$ cat config.mk
export PLATFORM = sky130hd
export DESIGN_NAME = dict_load_sequencer
export DESIGN_NICKNAME = d
export VERILOG_FILES = /design/src/rtl/dict_load_sequencer.sv
export SDC_FILE = /design/constraint.sdc
export NUM_CORES = 1
export LEC_CHECK = 0
export BUFFER_PORTS_ARGS = -buffer_cell sky130_fd_sc_hd__buf_2
export CORE_ASPECT_RATIO = 1.1
export CORE_UTILIZATION = 47
export DETAILED_ROUTE_END_ITERATION = 10
export GPL_TIMING_DRIVEN = 0
export HOLD_SLACK_MARGIN = 0.03
export PLACE_DENSITY = 0.69
export RECOVER_POWER = 25
export SYNTH_ARGS = -nofsm -noshare
export SYNTH_HDL_FRONTEND = slang
export SYNTH_SLANG_ARGS = --single-unit
export TNS_END_PERCENT = 30
$ cat constraint.sdc
create_clock -name clock_i -period 8 [get_ports clock_i]
set_input_delay 0.8 -clock clock_i [delete_from_list [all_inputs] [get_ports clock_i]]
set_output_delay 0.8 -clock clock_i [all_outputs]
set_load 0.02 [all_outputs]
$ cat src/rtl/dict_load_sequencer.sv
// dict_load_sequencer: streams the column-major dictionary RAM into the processor's phi array
module dict_load_sequencer #(
  parameter int SIGNAL_SIZE      = 64,
  parameter int DICTIONARY_SIZE  = 256,
  parameter int ADDR_WIDTH       = 14,
  parameter int DATA_WIDTH       = 32,
  parameter int RAM_READ_LATENCY = 1,
  parameter int STALL_LIMIT      = 4096
) (
  input  logic                               clock_i,
  input  logic                               reset_i,
  input  logic                               start_i,
  input  logic                               abort_i,
  output logic                               busy_o,
  output logic                               done_o,
  output logic                               error_o,
  output logic                               rd_en_o,
  output logic [ADDR_WIDTH-1:0]              rd_addr_o,
  input  logic [DATA_WIDTH-1:0]              rd_data_i,
  output logic                               out_valid_o,
  input  logic                               out_ready_i,
  output logic [DATA_WIDTH-1:0]              out_data_o,
  output logic [$clog2(SIGNAL_SIZE)-1:0]     out_row_o,
  output logic [$clog2(DICTIONARY_SIZE)-1:0] out_col_o
);
  localparam int L     = RAM_READ_LATENCY;
  localparam int DEPTH = L + 1;
  localparam int CW    = $clog2(DEPTH + 1);
  localparam int PW    = $clog2(DEPTH);
  localparam int SW    = $clog2(STALL_LIMIT + 1);
  localparam int RW    = $clog2(SIGNAL_SIZE);
  localparam int KW    = $clog2(DICTIONARY_SIZE);
  localparam logic [ADDR_WIDTH:0] MN = (ADDR_WIDTH + 1)'(SIGNAL_SIZE * DICTIONARY_SIZE);

  typedef enum logic [1:0] {IDLE, RUN, DRAIN, DONE} state_t;

  state_t                state_q;
  logic                  busy_q, done_q, error_q;
  logic [ADDR_WIDTH:0]   addr_q, acc_q;
  logic [CW-1:0]         cnt_q, fcnt_q;
  logic [PW-1:0]         wp_q, rp_q, wp_d, rp_d;
  logic [L-1:0]          pipe_q;
  logic [SW-1:0]         stall_q;
  logic [RW-1:0]         row_q, row_d;
  logic [KW-1:0]         col_q, col_d;
  logic [DATA_WIDTH-1:0] mem_q [DEPTH];
  logic                  pop, push, issue, stalled, stall_hit, last_acc, active;

  // Read credit, FIFO handshake and output view; cnt_q counts reads issued but not yet accepted
  always_comb begin
    out_valid_o = fcnt_q != '0;
    pop         = out_valid_o && out_ready_i;
    stalled     = out_valid_o && !out_ready_i;
    push        = pipe_q[L-1];
    issue       = state_q == RUN && addr_q != MN && (cnt_q < CW'(DEPTH) || pop);
    stall_hit   = stalled && stall_q == SW'(STALL_LIMIT - 1);
    last_acc    = pop && acc_q == MN - 1'b1;
    active      = state_q == RUN || state_q == DRAIN;
    wp_d        = wp_q == PW'(DEPTH - 1) ? '0 : wp_q + PW'(1);
    rp_d        = rp_q == PW'(DEPTH - 1) ? '0 : rp_q + PW'(1);
    row_d       = row_q == RW'(SIGNAL_SIZE - 1) ? '0 : row_q + RW'(1);
    col_d       = row_q == RW'(SIGNAL_SIZE - 1) ? col_q + KW'(1) : col_q;
    rd_en_o     = issue;
    rd_addr_o   = addr_q[ADDR_WIDTH-1:0];
    out_data_o  = out_valid_o ? mem_q[rp_q] : '0;
    out_row_o   = row_q;
    out_col_o   = col_q;
    busy_o      = busy_q;
    done_o      = done_q;
    error_o     = error_q;
  end

  // Sequencer FSM with read pipeline tracking, return FIFO and stall watchdog
  always_ff @(posedge clock_i) begin
    if (reset_i) begin
      state_q <= IDLE;
      busy_q  <= 1'b0;
      done_q  <= 1'b0;
      error_q <= 1'b0;
      addr_q  <= '0;
      acc_q   <= '0;
      cnt_q   <= '0;
      fcnt_q  <= '0;
      wp_q    <= '0;
      rp_q    <= '0;
      pipe_q  <= '0;
      stall_q <= '0;
      row_q   <= '0;
      col_q   <= '0;
    end else begin
      done_q  <= 1'b0;
      pipe_q  <= (pipe_q << 1) | L'(issue);
      cnt_q   <= cnt_q + CW'(issue) - CW'(pop);
      fcnt_q  <= fcnt_q + CW'(push) - CW'(pop);
      stall_q <= stalled ? stall_q + SW'(1) : '0;
      if (issue) addr_q <= addr_q + 1'b1;
      if (push) begin
        mem_q[wp_q] <= rd_data_i;
        wp_q        <= wp_d;
      end
      if (pop) begin
        rp_q  <= rp_d;
        acc_q <= acc_q + 1'b1;
        row_q <= row_d;
        col_q <= col_d;
      end
      case (state_q)
        IDLE: if (start_i && !abort_i) begin
          state_q <= RUN;
          busy_q  <= 1'b1;
          error_q <= 1'b0;
          addr_q  <= '0;
          acc_q   <= '0;
          row_q   <= '0;
          col_q   <= '0;
        end
        RUN:     if (issue && addr_q == MN - 1'b1) state_q <= DRAIN;
        DONE:    state_q <= IDLE;
        default: ;
      endcase
      if (active && (abort_i || stall_hit)) begin
        state_q <= IDLE;
        busy_q  <= 1'b0;
        error_q <= error_q || stall_hit;
        cnt_q   <= '0;
        fcnt_q  <= '0;
        wp_q    <= '0;
        rp_q    <= '0;
        pipe_q  <= '0;
        stall_q <= '0;
      end else if (active && last_acc) begin
        state_q <= DONE;
        busy_q  <= 1'b0;
        done_q  <= 1'b1;
      end
    end
  end
endmodule
# After elaboration in Yosys (flattened, before gate mapping)

Memories as Yosys holds them, arrays and structs flattened. A register that Yosys moved wholly into a read port is not among the register bits.
Cells that the tools add are included.

Register bits after elaboration: 69
Bits in writable memories: 64
Bits of input ports: 37
Output and inout bits: 65
Logic and storage cells: 95
Memories kept: 1

Memories:

| memory | depth | bits a word | rd ports | clocked after memory_dff | write ports | RTL line | text |
|---|---|---|---|---|---|---|---|
| mem_q  | 2     | 32          | 1        | 1                        | 1           | 46       | `logic [DATA_WIDTH-1:0] mem_q [DEPTH];` |

Add/sub/neg operators: 11
Magnitude comparators: 1
Equal/unequal tests: 10
Mux-type cells: 30
Bitwise gates (word level): 1
Reductions and logical operators: 27

Operator list:

| operator                                                                 | count |
|---|---|
| 15-bit 2-to-1 mux                                                        | 6 |
| 32-bit 2-to-1 mux                                                        | 1 |
| 8-bit 2-to-1 mux                                                         | 4 |
| 15-bit by 1-bit adder with 15-bit output (second input constant)         | 2 |
| 15-bit by 14-bit equality test with 1-bit output (second input constant) | 2 |
| 6-bit 2-to-1 mux                                                         | 4 |
| 15-bit != test (second input constant)                                   | 1 |
| 13-bit by 1-bit adder with 13-bit output (second input constant)         | 1 |
| 13-bit by 12-bit equality test with 1-bit output (second input constant) | 1 |
| 1-bit 2-to-1 mux                                                         | 11 |
| 1-bit logical AND                                                        | 10 |
| 8-bit by 1-bit adder with 8-bit output (second input constant)           | 1 |
| 6-bit by 1-bit adder with 6-bit output (second input constant)           | 1 |
| 6-bit equality test (second input constant)                              | 1 |
| 2-bit 2-to-1 mux                                                         | 3 |
| 2-bit one-hot mux with 3 select lines                                    | 1 |
| 2-bit nonzero test                                                       | 3 |
| 3-bit OR reduction                                                       | 2 |
| 2-bit by 1-bit adder with 2-bit output                                   | 2 |
| 2-bit equality test (second input constant)                              | 2 |
| 1-bit logical OR                                                         | 4 |
| 2-bit AND reduction                                                      | 2 |
| 4-bit nonzero test                                                       | 1 |
| 2-bit by 1-bit subtractor with 2-bit output                              | 2 |
| 10 further kinds                                                         | 12 |

# Longest topological paths before layout

Word-level depth: 8
Mapped depth: 10
Mapped depth without buffers: 9

# Worst setup path after synthesis

Ideal clock, no wire load.

Path type: input to register
Start point: in reset_i
End point: mem mem_q[1][0], enable pin
Setup time: 0.468 ns
Arrival time: 3.203 ns
Required time: 7.532 ns
Setup slack: 4.329 ns
Stages: 1
Path buffers: 0
Path through: nor3b_1

Cells in the longest elaborated chain, start to end: 2

Ends and longest elaborated chain:

| what                                   | RTL line | text |
|---|---|---|
| start, declared                        | 11       | `input logic reset_i,` |
| 1-bit 2-to-1 mux                       | 75       | `if (reset_i) begin` |
| 1-bit 2-to-1 mux (implied by the code) | 98       | `mem_q[wp_q] <= rd_data_i;` |
| end, declared                          | 46       |  |

Every way passes these cells.

==> run metrics <==
synthesized area=0.00580 mm2; die area=0.0128 mm2; adder-cell area share of the yosys netlist=between 2 and 3%; post-DR vias/cell=roughly 5.3; simple-gate share of the synthesized area=~15%; max cap viols=0; Tot GR Track Use=19.7%; NetSw=0.557 mW; Synth Area in XOR/XNOR=5.74%; maximum vdd drop=0.144 mV; Hold Crit Class=flip-flop to flip-flop; TritonCTS clock tree=yes; P&R area growth vs syn=23.0%; final hold viol count=0; Critical Path Fanout Max=10; sequential element share of the synthesized area=57.3%; Combinational Power Share=between 20% and 30%; outcome=finished, final reports clean; RR Startpoint=fcnt_q[1]; Worst R2R End=fcnt_q[1]; worst endpoint required time=7.20 ns; RSZ-0062 raised after global routing=no; largest family of logic cells by synthesized area=simple AND/OR/NAND/NOR gates; clock sinks=134; mux contribution to synthesized area=under 10%; post-synthesis net count=581; pre-CTS setup slack=5.19 ns; switch share=28.6%; core area=0.0120 mm2; relative slew slack=21.6%; Cell Pwr Density=273 mW/mm2; GRT overflow=0; # DRC=0; Vias=about 4,300; final setup vio count=0; clock power share=between 30% and 40%; initial antenna violation count=0; Int Power=approximately 1.4 mW; die width=108 um; DIE HEIGHT=118 um; Worst Tran Pin Value=between 1 and 1.5 ns; post-synth cell types=between 40 and 50; FF-to-FF setup slack=5.72 ns; Synthesis Warnings=0; Flop pwr share=40.5%; path type of the worst setup path=flip-flop to output port; final RePlAce weighted congestion=0.795; IO buf count=roughly 100; Multi-input gate area=between 0.002 and 0.0025 mm2; Leak=2.60 nW; hold_buf cts=0; boundary pin count=102; post_cts resized=0; first-pass GRT wire length=19,600 um; most frequent cells in the layout=buf_2 (84), nor2_1 (77), dfxtp_1 (70); fill count=between 1,000 and 1,500; Synth Area in Compound Gates=7.90%; final period utilization=a little over a third; Clock transition at path regs=0.06 ns; htree depth=4; Final WS setup=5.10 ns; register area=approximately 0.0033 mm2; WL/cell=14.5 um; number of global-route vias before repair=~4,200; worst r2r path cells=10; sink of the worst hold path=stall_q[0]; Inserted Clock Buffers=17; Worst-Skew Late Latency=about 0.41 ns; Hold Path Depth=1; syn_area_per_cell=roughly 11 um2; Clk Tree Root Cell=clkbuf_16; CP Launch Type=flip-flop; fin nets=about 700; pin count of the biggest net entering global routing=17; commonest non-fill, non-tap cell in the layout=buf_2; Slew Limit Fails=0; critical path capture point type=output port; Setup TNS Final=0 ns; drt total wl=11,900 um; ratio of cells with drive above 1 in the final layout=roughly 22%; Ant. Diodes=0; First-pass DRT Iterations=5; CP arrival=2.10 ns; Gate Count Post-Synth=531; Final Critical Period=~2.9 ns; Rows=42; Final Skew=0.00975 ns; Post-DP HPWL=8600 um; Post-CTS Setup Bufs=0; Initial Util=48.2%; worst hold start=stall_q[0]; Longest Clk Path Bufs=2; FMAX=between 300 and 400 MHz; post-synthesis register bit count=~130; initial drt markers=214; post-route ant nets=0
synth_stat cells, drive strengths merged:
master   count  share of area (%)
nor2        77                5.0
dfxtp       70                 24
edfxtp      64                 33
mux2i       33                5.7
a21oi       31                2.7
xnor2       28                4.2
inv         23                1.5
nand2       23                1.5
buf         21                2.5
nand3       18                1.6
clkbuf      14               0.91
ha          13                2.8
nand4       12                1.3
or4         12                1.6
o31ai       11                1.4
o21ai       10               0.93
xor2        10                1.5
nor4         9               0.97
nor3         8               0.69
or3          7               0.76
and4         4               0.60
nand2b       4               0.43
or2          4               0.43
a21boi       3               0.39
o211ai       3               0.47
a2111o       2               0.39
a2111oi      2               0.30
a211o        2               0.30
a211oi       2               0.26
a32oi        2               0.30
nor4b        2               0.30
and3         1               0.11
and3b        1               0.15
mux2         1               0.19
nor3b        1               0.13
o2111ai      1               0.15
o2bb2ai      1               0.15
o311ai       1               0.15
metal layers:
layer / global-route usage [%] / wire [um]
met5: 0 / 0
met4: 6.42 / 162
met3: 4.96 / 597
met2: 33.7 / 5940
met1: 24.1 / 5240
cell families after synthesis:
family	after synthesis
AOI/OAI and AO/OA	71
xor gates and xnor gates	38
adders and majority gates	13
buffers and inverters	58
DFF	134
muxes	34
and+or+nand+nor	183
metrics by stage:
stage	instances	total power [mW]	util [%]	cell area (um2)	hold slack [ns]
after CTS	823	1.97	59.5	7160	0.469
after global routing	823	2.04	59.3	7130	0.503
after global placement	786	1.18	54.0	6500	0.449
after floorplan	531	1.07	-	5800	0.430
after detailed placement	792	1.20	54.6	6570	0.461
final	823	1.95	59.3	7130	0.467
area by class of cell:
class	count	share of cell area (%)
plain buffers	35	2.77
clock buffers	17	5.97
well taps	154	2.70
flip-flops and latches	134	46.6
inverters	23	1.21
multi-input cells	339	30.8
clock inverters	14	2.25
repair buffers	107	7.70
how the worst max path moves through the flow:
stage | startpoint | endpoint | slack (ns)
2_1_floorplan | reset_i | mem_q[1][0] | 4.33
3_3_place_gp | reset_i | mem_q[1][23] | 2.90
3_5_place_dp | out_ready_i | rd_en_o | 5.19
4_1_cts | fcnt_q[1] | rd_en_o | 5.05
5_1_grt | fcnt_q[1] | rd_en_o | 4.88
6_report | flip-flop | out_data_o[11] | 5.10
sequential cells by signal, summed over array words and instances, names as in the netlist, 2 cells and up, named ones only:
name,cells
state_q,2
addr_q,15
acc_q,15
out_col_o,8
fcnt_q,2
out_row_o,6
mem_q,64
cnt_q,2
stall_q,13
critical path, cell delays in order (launching register included):
cell	delay, ns
dfxtp_1	0.30
clkbuf_1	0.23
buf_1	0.62
mux2i_1	0.30
nor2_1	0.07
buf_2	0.17
power by group through the flow:
stage               registers, mW  clock network [mW]  logic (mW)
global placement            0.805                   0       0.379
finish                      0.790               0.766       0.393
CTS                         0.790               0.777       0.399
detailed placement          0.805                   0       0.396
global route                0.794               0.806       0.435
floorplan                   0.804                   0       0.268
Note: power is estimated with default switching activity, not from simulation.
